`src/rtl/pio_debounce_irq.sv`:
```
// pio_debounce_irq: Avalon-MM parallel I/O block with debounced inputs,
// per-channel edge capture, maskable level interrupt and an output register
// with atomic set/clear aliases.
module pio_debounce_irq #(
  parameter int              WIDTH           = 4,
  parameter int              DEBOUNCE_CYCLES = 50000,
  parameter int              EDGE_MODE       = 0,
  parameter logic [WIDTH-1:0] OUT_RESET      = '0
) (
  input  logic             clk_clk,
  input  logic             reset_reset_n,
  input  logic [WIDTH-1:0] in_port,
  output logic [WIDTH-1:0] out_port,
  input  logic [2:0]       address,
  input  logic             read,
  input  logic             write,
  input  logic [31:0]      writedata,
  output logic [31:0]      readdata,
  output logic             irq
);

  // Counter is kept at least one bit wide so the bypass build still elaborates.
  localparam int CNT_W = (DEBOUNCE_CYCLES > 0) ? $clog2(DEBOUNCE_CYCLES + 1) : 1;
  localparam logic [CNT_W-1:0] CNT_LAST = CNT_W'((DEBOUNCE_CYCLES > 0) ? DEBOUNCE_CYCLES - 1 : 0);
  localparam logic [CNT_W-1:0] CNT_MAX  = {CNT_W{1'b1}};
  localparam logic [CNT_W-1:0] CNT_ONE  = CNT_W'(1);

  localparam logic [2:0] ADDR_DATA_IN  = 3'd0;
  localparam logic [2:0] ADDR_DATA_OUT = 3'd1;
  localparam logic [2:0] ADDR_IRQ_MASK = 3'd2;
  localparam logic [2:0] ADDR_EDGE_CAP = 3'd3;
  localparam logic [2:0] ADDR_OUT_SET  = 3'd4;
  localparam logic [2:0] ADDR_OUT_CLR  = 3'd5;

  logic [WIDTH-1:0] sync1_reg;
  logic [WIDTH-1:0] sync2_reg;
  logic [WIDTH-1:0] stable_reg;
  logic [WIDTH-1:0] stable_next;
  logic [WIDTH-1:0] edge_hit;
  logic [WIDTH-1:0] edge_cap_reg;
  logic [WIDTH-1:0] edge_cap_next;
  logic [WIDTH-1:0] cap_clr;
  logic [WIDTH-1:0] irq_mask_reg;
  logic [WIDTH-1:0] data_out_reg;
  logic [WIDTH-1:0] data_out_next;
  logic [WIDTH-1:0] wr_bits;
  logic [31:0]      read_mux;
  logic [31:0]      readdata_reg;
  logic             irq_reg;

  // Upper writedata bits are not stored; fold them here so the intent is explicit.
  logic unused_wdata;
  assign unused_wdata = ^writedata;

  assign wr_bits = writedata[WIDTH-1:0];

  // Two-flop synchroniser for the asynchronous pins.
  always_ff @(posedge clk_clk or negedge reset_reset_n) begin
    if (!reset_reset_n) begin
      sync1_reg <= '0;
      sync2_reg <= '0;
    end else begin
      sync1_reg <= in_port;
      sync2_reg <= sync1_reg;
    end
  end

  // Per-channel debounce: a new level is accepted only after it has been
  // seen for DEBOUNCE_CYCLES consecutive cycles; any agreement restarts it.
  for (genvar gi = 0; gi < WIDTH; gi++) begin : g_chan
    if (DEBOUNCE_CYCLES == 0) begin : g_bypass
      assign stable_next[gi] = sync2_reg[gi];
    end else begin : g_debounce
      logic [CNT_W-1:0] cnt_reg;
      logic [CNT_W-1:0] cnt_next;
      logic             stab_next;

      // Next count and next stable level for this channel.
      always_comb begin
        cnt_next  = '0;
        stab_next = stable_reg[gi];
        if (sync2_reg[gi] != stable_reg[gi]) begin
          if (cnt_reg == CNT_LAST) begin
            stab_next = sync2_reg[gi];
            cnt_next  = '0;
          end else if (cnt_reg != CNT_MAX) begin
            cnt_next = cnt_reg + CNT_ONE;
          end else begin
            cnt_next = cnt_reg;
          end
        end
      end

      // Counter register; reset discards any partial count.
      always_ff @(posedge clk_clk or negedge reset_reset_n) begin
        if (!reset_reset_n) begin
          cnt_reg <= '0;
        end else begin
          cnt_reg <= cnt_next;
        end
      end

      assign stable_next[gi] = stab_next;
    end
  end

  // Edge qualification against the configured capture mode.
  if (EDGE_MODE == 1) begin : g_edge_fall
    assign edge_hit = stable_reg & ~stable_next;
  end else if (EDGE_MODE == 2) begin : g_edge_both
    assign edge_hit = stable_reg ^ stable_next;
  end else begin : g_edge_rise
    assign edge_hit = ~stable_reg & stable_next;
  end

  // Write-one-to-clear, with a fresh edge taking priority over the clear.
  always_comb begin
    cap_clr = '0;
    if (write && (address == ADDR_EDGE_CAP)) begin
      cap_clr = wr_bits;
    end
    edge_cap_next = (edge_cap_reg & ~cap_clr) | edge_hit;
  end

  // Output register update from the direct, set and clear addresses.
  always_comb begin
    data_out_next = data_out_reg;
    if (write) begin
      case (address)
        ADDR_DATA_OUT: data_out_next = wr_bits;
        ADDR_OUT_SET:  data_out_next = data_out_reg | wr_bits;
        ADDR_OUT_CLR:  data_out_next = data_out_reg & ~wr_bits;
        default:       data_out_next = data_out_reg;
      endcase
    end
  end

  // Read mux sees pre-write register values, so read-during-write returns old data.
  always_comb begin
    read_mux = '0;
    case (address)
      ADDR_DATA_IN:  read_mux = 32'(stable_reg);
      ADDR_DATA_OUT: read_mux = 32'(data_out_reg);
      ADDR_IRQ_MASK: read_mux = 32'(irq_mask_reg);
      ADDR_EDGE_CAP: read_mux = 32'(edge_cap_reg);
      default:       read_mux = '0;
    endcase
  end

  // Architectural state, interrupt and read-data registers.
  always_ff @(posedge clk_clk or negedge reset_reset_n) begin
    if (!reset_reset_n) begin
      stable_reg   <= '0;
      edge_cap_reg <= '0;
      irq_mask_reg <= '0;
      data_out_reg <= OUT_RESET;
      readdata_reg <= '0;
      irq_reg      <= 1'b0;
    end else begin
      stable_reg   <= stable_next;
      edge_cap_reg <= edge_cap_next;
      data_out_reg <= data_out_next;
      if (write && (address == ADDR_IRQ_MASK)) begin
        irq_mask_reg <= wr_bits;
      end
      readdata_reg <= read ? read_mux : 32'd0;
      irq_reg      <= |(edge_cap_reg & irq_mask_reg);
    end
  end

  assign out_port = data_out_reg;
  assign readdata = readdata_reg;
  assign irq      = irq_reg;

endmodule
```
`config.mk`:
```
export PLATFORM = sky130hd
export DESIGN_NAME = pio_debounce_irq
export DESIGN_NICKNAME = d
export VERILOG_FILES = /design/src/rtl/pio_debounce_irq.sv
export SDC_FILE = /design/constraint.sdc
export NUM_CORES = 1
export LEC_CHECK = 0
export CAP_MARGIN = 30
export CORE_UTILIZATION = 59
export DETAILED_ROUTE_END_ITERATION = 8
export PLACE_DENSITY = 0.95
export SLEW_MARGIN = 20
export SYNTH_ARGS = -nofsm -noshare
export SYNTH_HDL_FRONTEND = slang
export SYNTH_SLANG_ARGS = --single-unit
```
`constraint.sdc`:
```
create_clock -name clk_clk -period 4.5 [get_ports clk_clk]
set_input_delay 1.125 -clock clk_clk [delete_from_list [all_inputs] [get_ports clk_clk]]
set_output_delay 1.125 -clock clk_clk [all_outputs]
set_load 0.005 [all_outputs]
```
==> out/results.ini <==
[worst_setup_path]
reg2reg_to=g_chan[0].g_debounce.cnt_reg[4]
r2r_slack_ps=2220
crit_start=address[2]
cp_max_fo=5
critPathCaptureType=flop
crit_type=in -> reg
r2r_start=g_chan[0].g_debounce.cnt_reg[0]
required_ps=4750
cp.arrival_ps=2920
cp-endpoint=irq_mask_reg[2]
critPathLaunchType=input port
reg2reg_depth=5

[global_routing]
antenna_found_initial=0
grt_pass1_vias=4114
grt_pass1_wl_mm=18.71
grt_start_max_net_pins=73
grt_usage_pct=26.47
grt_overflow=0

[clocking]
clock_latency_ps=370
cts-buffers-inserted=9
cts-root-buf=clkbuf_8
clk_pin_slew_ps=90
htreeDepth=3
clkSinkCount=93
post-cts-setup-buffer-count=0
clockBufferDepth=2
cts.repair.resized=0
cts_hold_buf=0
cts_tree=built

[floorplan]
core_mm2=0.008341
die-area_mm2=0.009157
die_y_um=95.69
die_w_um=95.69
io_pins=80
start_util_pct=62.09
row_count=33

[worst_hold_path]
hold_class=reg -> reg
min_from=sync1_reg[3]

[pwr]
power_uw=1705
powerDensity_mw_per_mm2=302.8
power.switching_uw=395.4
power.internal_uw=1309
leakage_uw=0.002242
pwr-share-seq_pct=53.0
combPwrFrac_pct=8.5
peakVddDrop_v=0.0001456
p_clk_share_pct=38.5
switching_share_pct=23.19

[sta]
relSlewSlack_pct=38.02
layout_min_cycle_time_ps=2663
skew_ps=12.91
rsz0062_at_grt=false
slew_viol_final=0
max_freq_ghz=0.3755
tns_ps=0
tightest_slew_ps=926.5
fin_crit_sh_pct=59.18
hold_viol_final=0
setup_violations=0

[synthesis]
yosys_warnings=0
synth_commonest_cells=dfrtp_1 (93), nand2_1 (42), a21oi_1 (40)
synth_top_area_share_pct=44.94
synthCells=526
yosysMostFrequentCell=dfrtp_1
synth_seq_cells=93
yosys.area.top_type=dfrtp_1
synth_cell_types=73
synth_edf_count=0
synth_area_per_cell_um2=9.845
seq_area_frac_synth_pct=44.94
syn_area_mm2=0.005179
async_reset_ff_share_pct=100.0
synth_area_leaders=dfrtp_1 (45%), buf_4 (4.3%), a21oi_1 (3.9%)
synth-main-ff-cell=dfrtp_1

[route]
drt_iter0_drc=234
num_vias=4405
wl_mm=11.47
wl_per_cell_um=17.45
antenna_left=0
via_per_inst=6.705
drc=0
drtPass1Iterations=5

[final_layout]
fin_nets=595
num-fill-cells=617
diodes=0
layoutNonFillerInstCount=657
largest_register_ffs=64
area_growth_syn_to_layout_pct=8.722
drive_above_1_share_pct=9.239

[placement]
dp_cells=641
routabilityCongestion=0.8794
io_buffers=23
hpwl_mm=7.618

[run]
max_cap_viol_count=0

[outcome]
status=finished clean

## kinds of logic (layout without fill, tap and decap cells)
group	after synthesis	after routing	synth area share [%]
xor+xnor	6	6	1.015
mux	23	23	4.639
simple gates	224	224	26.43
other cells	1	28	0.07241
compound gates	121	121	15.49
flops	93	93	44.94
buf+inv	54	53	6.451
fa+ha+maj	4	4	0.9665
## worst min-delay path by stage
stage | end | slack, ps | cells after the start
final | sync2_reg[3] | 350 | 0
after global routing | sync2_reg[3] | 370 | 0
after CTS | sync2_reg[3] | 360 | 0
after detailed placement | sync2_reg[3] | 340 | 0
after global placement | sync2_reg[1] | 340 | 0
after floorplan | sync2_reg[0] | 330 | 0
## power by group through the flow
stage | clock (uW) | combinational [uW] | sequential, uW
4_1_cts | 661 | 143 | 903
2_1_floorplan | 0 | 91.0 | 912
3_3_place_gp | 0 | 135 | 917
5_1_grt | 698 | 163 | 909
3_5_place_dp | 0 | 141 | 919
6_report | 657 | 145 | 904
## cell type report
type	count	area (um^2)	share of cell area, %
Inverter	12	45.04	0.8000
Sequential cell	93	2327	41.33
Timing Repair Buffer	26	270.3	4.800
Clock inverter	4	97.59	1.733
Tap cell	105	131.4	2.333
Multi-Input combinational cell	406	2628	46.67
Clock buffer	11	131.4	2.333
## metal layers
| layer | vias to the layer above | track usage [%] | wire, um |
|---|---|---|---|
| li1 | 1991 | - | - |
| met1 | 2168 | 33.01 | 4590 |
| met2 | 205 | 43.63 | 5798 |
| met3 | 41 | 4.344 | 666 |
| met4 | 0 | 15.30 | 412 |
| met5 | - | 0 | 0 |
## cell usage in the layout (no fill, tap or decap), types with 18 or more instances in the layout
| cell | n |
|---|---|
| a21oi_1 | 40 |
| clkdlybuf4s50_1 | 22 |
| conb_1 | 28 |
| dfrtp_1 | 93 |
| nand2_1 | 42 |
| nand3_1 | 21 |
| nand4_1 | 20 |
| nor2_1 | 18 |
| nor3_1 | 31 |
| o21ai_0 | 19 |
## worst max-delay path: stages
cell and delay [ps]:
clkdlybuf4s50_1 520, inv_1 190, nand2_1 140, nor3b_1 540
mux2_2 400
## through the flow
stage	hold slack [ps]	cell area (um^2)	util (%)	setup slack, ps
3_5_place_dp	336.3	5365	64.33	1499
2_1_floorplan	331.2	5280	-	2266
4_1_cts	356.5	5594	67.07	1876
6_report	353.7	5630	67.51	1837
3_3_place_gp	337.7	5358	64.24	1544
5_1_grt	366.2	5630	67.51	1738
(Power assumes the default switching activity.)
